## src/rtl/scr1_tcm_dmem_arb.sv

```systemverilog
// Two-master arbiter for the TCM data port: the core (m0) and the DMA/debug master (m1)
// share one port, with one transaction in flight and local error replies for out-of-range addresses.

package scr1_memif_pkg;
    typedef enum logic {
        SCR1_MEM_CMD_RD = 1'b0,
        SCR1_MEM_CMD_WR = 1'b1
    } type_scr1_mem_cmd_e;

    typedef enum logic [1:0] {
        SCR1_MEM_WIDTH_BYTE  = 2'b00,
        SCR1_MEM_WIDTH_HWORD = 2'b01,
        SCR1_MEM_WIDTH_WORD  = 2'b10
    } type_scr1_mem_width_e;

    typedef enum logic [1:0] {
        SCR1_MEM_RESP_NOTRDY = 2'b00,
        SCR1_MEM_RESP_RDY_OK = 2'b01,
        SCR1_MEM_RESP_RDY_ER = 2'b10
    } type_scr1_mem_resp_e;
endpackage

module scr1_tcm_dmem_arb
    import scr1_memif_pkg::*;
#(
    parameter logic [31:0] SCR1_TCM_SIZE = 32'h00010000,
    parameter bit          ARB_RR        = 1'b1
) (
    input  logic                 clk,
    input  logic                 rst_n,
    input  logic                 m0_req,
    input  type_scr1_mem_cmd_e   m0_cmd,
    input  type_scr1_mem_width_e m0_width,
    input  logic [31:0]          m0_addr,
    input  logic [31:0]          m0_wdata,
    output logic                 m0_req_ack,
    output logic [31:0]          m0_rdata,
    output type_scr1_mem_resp_e  m0_resp,
    input  logic                 m1_req,
    input  type_scr1_mem_cmd_e   m1_cmd,
    input  type_scr1_mem_width_e m1_width,
    input  logic [31:0]          m1_addr,
    input  logic [31:0]          m1_wdata,
    output logic                 m1_req_ack,
    output logic [31:0]          m1_rdata,
    output type_scr1_mem_resp_e  m1_resp,
    output logic                 s_req,
    output type_scr1_mem_cmd_e   s_cmd,
    output type_scr1_mem_width_e s_width,
    output logic [31:0]          s_addr,
    output logic [31:0]          s_wdata,
    input  logic                 s_req_ack,
    input  logic [31:0]          s_rdata,
    input  type_scr1_mem_resp_e  s_resp
);

    typedef enum logic [1:0] {
        IDLE   = 2'b00,
        WAIT_S = 2'b01,
        WAIT_E = 2'b10
    } state_e;

    state_e      state;
    logic        owner;
    logic        rr_last;

    logic        done_s;
    logic        can_accept;
    logic        winner;
    logic        any_req;
    logic        in_range;
    logic        grant;
    logic [31:0] win_addr;

    // Arbitration and forwarding; gated by rst_n so that every output drops to idle during reset.
    always_comb begin
        done_s     = (state == WAIT_S) && (s_resp != SCR1_MEM_RESP_NOTRDY);
        can_accept = rst_n && ((state == IDLE) || done_s || (state == WAIT_E));

        if (m0_req && m1_req) begin
            winner = ARB_RR ? !rr_last : 1'b0;
        end else begin
            winner = !m0_req;
        end

        any_req  = can_accept && (m0_req || m1_req);
        win_addr = winner ? m1_addr : m0_addr;
        in_range = win_addr < SCR1_TCM_SIZE;

        s_req   = any_req && in_range;
        s_cmd   = winner ? m1_cmd   : m0_cmd;
        s_width = winner ? m1_width : m0_width;
        s_addr  = win_addr;
        s_wdata = winner ? m1_wdata : m0_wdata;

        grant      = any_req && (!in_range || s_req_ack);
        m0_req_ack = grant && !winner;
        m1_req_ack = grant && winner;
    end

    // Response routing back to whichever master owns the outstanding transaction.
    always_comb begin
        m0_resp  = SCR1_MEM_RESP_NOTRDY;
        m1_resp  = SCR1_MEM_RESP_NOTRDY;
        m0_rdata = 32'h0;
        m1_rdata = 32'h0;
        if (rst_n) begin
            case (state)
                WAIT_S: begin
                    if (owner) begin
                        m1_resp  = s_resp;
                        m1_rdata = s_rdata;
                    end else begin
                        m0_resp  = s_resp;
                        m0_rdata = s_rdata;
                    end
                end
                WAIT_E: begin
                    if (owner) begin
                        m1_resp = SCR1_MEM_RESP_RDY_ER;
                    end else begin
                        m0_resp = SCR1_MEM_RESP_RDY_ER;
                    end
                end
                default: ;
            endcase
        end
    end

    always_ff @(posedge clk or negedge rst_n) begin
        if (!rst_n) begin
            state   <= IDLE;
            owner   <= 1'b0;
            rr_last <= 1'b1;
        end else if (grant) begin
            owner   <= winner;
            rr_last <= winner;
            state   <= in_range ? WAIT_S : WAIT_E;
        end else if (done_s || (state == WAIT_E)) begin
            state <= IDLE;
        end
    end

    // A TCM response with nothing outstanding is a protocol error by the TCM.
    assert property (@(posedge clk) disable iff (!rst_n)
        !((state == IDLE) && (s_resp != SCR1_MEM_RESP_NOTRDY)));

endmodule

```

## config.mk

```make
export PLATFORM = sky130hd
export DESIGN_NAME = scr1_tcm_dmem_arb
export DESIGN_NICKNAME = d
export VERILOG_FILES = /design/src/rtl/scr1_tcm_dmem_arb.sv
export SDC_FILE = /design/constraint.sdc
export NUM_CORES = 1
export LEC_CHECK = 0
export CORE_AREA = 2 2 120 122
export DETAILED_ROUTE_END_ITERATION = 12
export DIE_AREA = 0 0 122 124
export GPL_TIMING_DRIVEN = 0
export PLACE_DENSITY = 0.58
export SYNTH_ARGS = -nofsm -noshare
export SYNTH_HDL_FRONTEND = slang
export SYNTH_SLANG_ARGS = --single-unit
```

## constraint.sdc

```tcl
create_clock -name clk -period 3.35 [get_ports clk]
set_input_delay 0.8375 -clock clk [delete_from_list [all_inputs] [get_ports clk]]
set_output_delay 0.8375 -clock clk [all_outputs]
set_load 0.01 [all_outputs]
```

==> Implementation_results.wiki, run 1 <==
{| class="wikitable"
! Metric !! Value
|-
| Status || completed
|-
| Leak || about 2 nW
|-
| CTS tree || done
|-
| Boundary Pins || 311
|-
| Number of design rule violations left after detail routing || 0
|-
| Clock latency at the later pin of the worst-skew pair || 220 ps
|-
| Horizontal die dimension || 122 µm
|-
| Antenna cell count || 0
|-
| Row cnt || 43
|-
| Setup repair after global routing missed its margin || true
|-
| Post-CTS clock slew at the launch and capture registers of the worst setup and hold paths || 30 ps
|-
| GRT Resource Usage Total || 13.2%
|-
| Number of warnings reported in the yosys synthesis log || 0
|-
| Antenna Violating Nets Remaining || 0
|-
| Delay of the slowest cell on the worst path || 540 ps
|-
| Detail-routed net length per standard cell || 15.3 µm
|-
| Hold violation count in the final report || 0
|-
| Post-synth design cell area || 1650 µm²
|-
| Core box area || 13700 µm²
|-
| Die span in y || 124 µm
|-
| Maximum number of pins on one net before global-route repair || 11
|-
| Via count || 2900
|-
| Final setup skew || 2.13 ps
|-
| Share of the clock period used by the worst path after layout || 97.6%
|-
| Post-detail-place hpwl || approximately 9800 µm
|-
| Cell Pwr Density || 142 nW/µm²
|-
| Number of buffers created by CTS || 3
|-
| Area of the die || 15100 µm²
|-
| Total of endpoints with negative setup slack in the final report || 0
|-
| Syn-to-layout area delta || 213%
|-
| Synth Register Bits || 4
|-
| Worst ir drop on vdd || 128 µV
|-
| Placed standard-cell area || between 4000 and 5000 µm²
|-
| Post-Syn Area per Cell || 7.07 µm²
|-
| Element type at the critical path end || output pin
|-
| Via count of the first global-routing pass || 2892
|-
| Root Buffer Master || sky130_fd_sc_hd__clkbuf_16
|-
| Number of antenna violations at the first check in global routing || 0
|-
| Initial Utilization || 12.0%
|-
| Critical Path Most Common Cell || sky130_fd_sc_hd__buf_12
|-
| Layout cell share with drive strength beyond 1 || 18.2%
|-
| Leftover overflow at the end of global routing || 0
|-
| Port bufs || 310
|-
| Slew of the pin with the lowest slew margin || 477 ps
|-
| Final #Nets || 731
|-
| Total wirelength of the detailed-routed design || 11200 µm
|-
| Clk sink count || 4
|-
| Ranking of synthesized cells by area || sky130_fd_sc_hd__mux2_2, sky130_fd_sc_hd__nor2_1, sky130_fd_sc_hd__nand2_1, sky130_fd_sc_hd__dfrtp_1, sky130_fd_sc_hd__buf_6
|-
| Worst Setup Start Kind || primary input
|-
| Yosys top cell area share || 45.8%
|-
| Start-to-end type of the worst setup path || primary input to output pin
|-
| Number of pins exceeding their max-slew limit in the final report || 0
|-
| Largest delay share family, worst path || buffers and inverters
|-
| Buffers & Inverters on Critical Path || 4
|-
| Critical path arrival || around 2400 ps
|-
| Cells traversed along the worst timing path || clkdlybuf4s50_1 > o21ai_4 > buf_12 > buf_12 > mux2_2 > dlygate4sd2_1
|-
| Number of levels in the clock H-tree || 1
|-
| Post-layout minimum cycle time || around 3300 ps
|-
| Number of vias per cell || 3.95
|-
| Seq/Total Area, Yosys || 6.15%
|-
| First-pass GRT wire length || 15500 µm
|-
| Worst-path cell with the longest stage delay || sky130_fd_sc_hd__clkdlybuf4s50_1
|-
| Library cells used by synthesis || 30
|-
| Final-layout fill cell count || 1423
|-
| Maximum clock frequency || approximately 310 MHz
|-
| HP Class || primary input to async pin
|-
| Worst slew margin relative to its limit || 68.2%
|-
| Post-route cell area || 5150 µm²
|-
| Post-synthesis cell type with the largest combined area || sky130_fd_sc_hd__mux2_2
|-
| Maximum clock insertion buffer count || 2
|-
| 1st-pass router iterations || 4
|-
| Weighted congestion reported at the end of routability-driven placement || between 0.7 and 0.8
|-
| Critical path fanouts, max || 10
|-
| R2R setup slack || 1830 ps
|-
| Post-synthesis cell count || 233
|-
| Overall Power || between 0.0007 and 0.0008 W
|-
| Data required time of the critical path || between 2000 and 3000 ps
|-
| Count of routing violations after the opening detailed-route iteration || 94
|-
| Syn_nets || 409
|-
| Maxcap violations || 0
|}
## path summary, 6_finish.rpt
| kind | start | cells past startpoint | endpoint |
|---|---|---|---|
| max in group asynchronous | rst_n | 1 | rr_last |
| min in group clk | rr_last | 2 | rr_last |
| max reg2reg | state[1] | 6 | rr_last |
| max | m0_req | 6 | s_wdata[27] |
| min | rst_n | 1 | owner |
| min reg2reg | rr_last | 2 | rr_last |
## metal layers
| layer | up-vias | track usage (%) | part of all wire, % |
|---|---|---|---|
| met3 | 7 | 3.02 | 8.5 |
| li1 | 1451 | - | - |
| met2 | 141 | 24.2 | 52 |
| met5 | - | 0 | 0 |
| met4 | 0 | 1.72 | 0.46 |
| met1 | 1301 | 16.0 | 39 |
## sequential cells by signal, summed over array words and instances, names as in the netlist
name	cells
owner	1
state	2
rr_last	1
## cell usage after synthesis
library cell,count
sky130_fd_sc_hd__inv_1,6
sky130_fd_sc_hd__o21a_1,2
sky130_fd_sc_hd__o22ai_1,1
sky130_fd_sc_hd__o21ai_0,1
sky130_fd_sc_hd__o31a_1,1
sky130_fd_sc_hd__or3_1,1
sky130_fd_sc_hd__and2_1,1
sky130_fd_sc_hd__dfrtp_1,3
sky130_fd_sc_hd__nand4_1,2
sky130_fd_sc_hd__buf_4,3
sky130_fd_sc_hd__o31ai_2,1
sky130_fd_sc_hd__nor4_1,8
sky130_fd_sc_hd__nor3_1,3
sky130_fd_sc_hd__ha_1,3
sky130_fd_sc_hd__nand3_1,1
sky130_fd_sc_hd__and4_1,1
sky130_fd_sc_hd__a211oi_1,2
sky130_fd_sc_hd__nor2_1,69
sky130_fd_sc_hd__clkbuf_1,5
sky130_fd_sc_hd__buf_6,5
sky130_fd_sc_hd__mux2_2,67
sky130_fd_sc_hd__o21ai_4,1
sky130_fd_sc_hd__o22a_1,1
sky130_fd_sc_hd__a21oi_1,1
sky130_fd_sc_hd__nand2_1,36
sky130_fd_sc_hd__mux2i_1,1
sky130_fd_sc_hd__nor2b_1,1
sky130_fd_sc_hd__buf_1,4
sky130_fd_sc_hd__a211oi_2,1
sky130_fd_sc_hd__dfstp_2,1
## where the power goes
| part | internal (W) | switching, W |
|---|---|---|
| Sequential | 0.0000487 | 0.000000000191 |
| Combinational | 0.000327 | 0.000165 |
| Clock | 0.000157 | 0.0000344 |
## cells by family (layout without fill, tap and decap cells)
group                      Yosys count  after routing  share of synthesized area (%)
and+or+nand+nor                    123            123                           30.6
buffers and inverters               23            343                           8.20
DFF                                  4              4                           6.15
AOI/OAI and AO/OA                   12             13                           6.38
adders and majority gates            3              3                           2.28
muxes                               68             68                           46.4
## through the flow
stage / hold slack (ps) / std cells / TNS (ps) / setup WS (ps) / utilization (%)
2_1_floorplan: 472 / 233 / 0 / 743 / -
3_3_place_gp: 494 / 723 / -41430 / -447 / 36.3
3_5_place_dp: 503 / 723 / -44250 / -440 / 36.3
4_1_cts: 537 / 734 / -8.70 / -8.70 / 37.3
5_1_grt: 434 / 734 / -36.8 / -36.8 / 37.6
6_report: 424 / 734 / 0 / 82.0 / 37.6
## final cells by class
cell class              count  area (µm²)  share of cell area [%]
multi-input cells         207        1460                    28.4
clock buffers               4        78.8                    1.53
flip-flops and latches      4         101                    1.97
repair buffers            316        3090                    60.1
plain buffers              17         168                    3.25
inverters                   6        22.5                   0.437
well taps                 180         225                    4.37
## placed cells by master, fill, tap and decap left out, drive strengths merged
master / Yosys / layout
and4: 1 / 1
clkdlybuf4s50: 0 / 238
or3: 1 / 1
nand4: 2 / 2
mux2i: 1 / 1
nand2: 36 / 36
o31ai: 1 / 1
o22ai: 1 / 1
dlymetal6s2s: 0 / 1
o22a: 1 / 1
dlygate4sd2: 0 / 49
a211oi: 3 / 3
nor2: 69 / 69
o21a: 2 / 2
o21ai: 2 / 3
nand3: 1 / 1
a21oi: 1 / 1
nor3: 3 / 3
mux2: 67 / 67
buf: 12 / 19
dfrtp: 3 / 3
clkdlybuf4s15: 0 / 19
inv: 6 / 6
o31a: 1 / 1
nor4: 8 / 8
dfstp: 1 / 1
clkbuf: 5 / 11
ha: 3 / 3
nor2b: 1 / 1
and2: 1 / 1
## repair_timing
action,4_1_cts,5_1_grt
setup endpoints to repair,130,100
pin swaps,4,3
hold buffers,0,0
resized for setup,103,24
buffers inserted,5,0
cloned,2,0
(Power assumes the default switching activity.)
==> run 2, diff against run 1 <==
Settings changed: HOLD_SLACK_MARGIN set to 0.08.
==> results of run 2 <==
The final DEF is identical to that of run 1; final timing and power are the same.
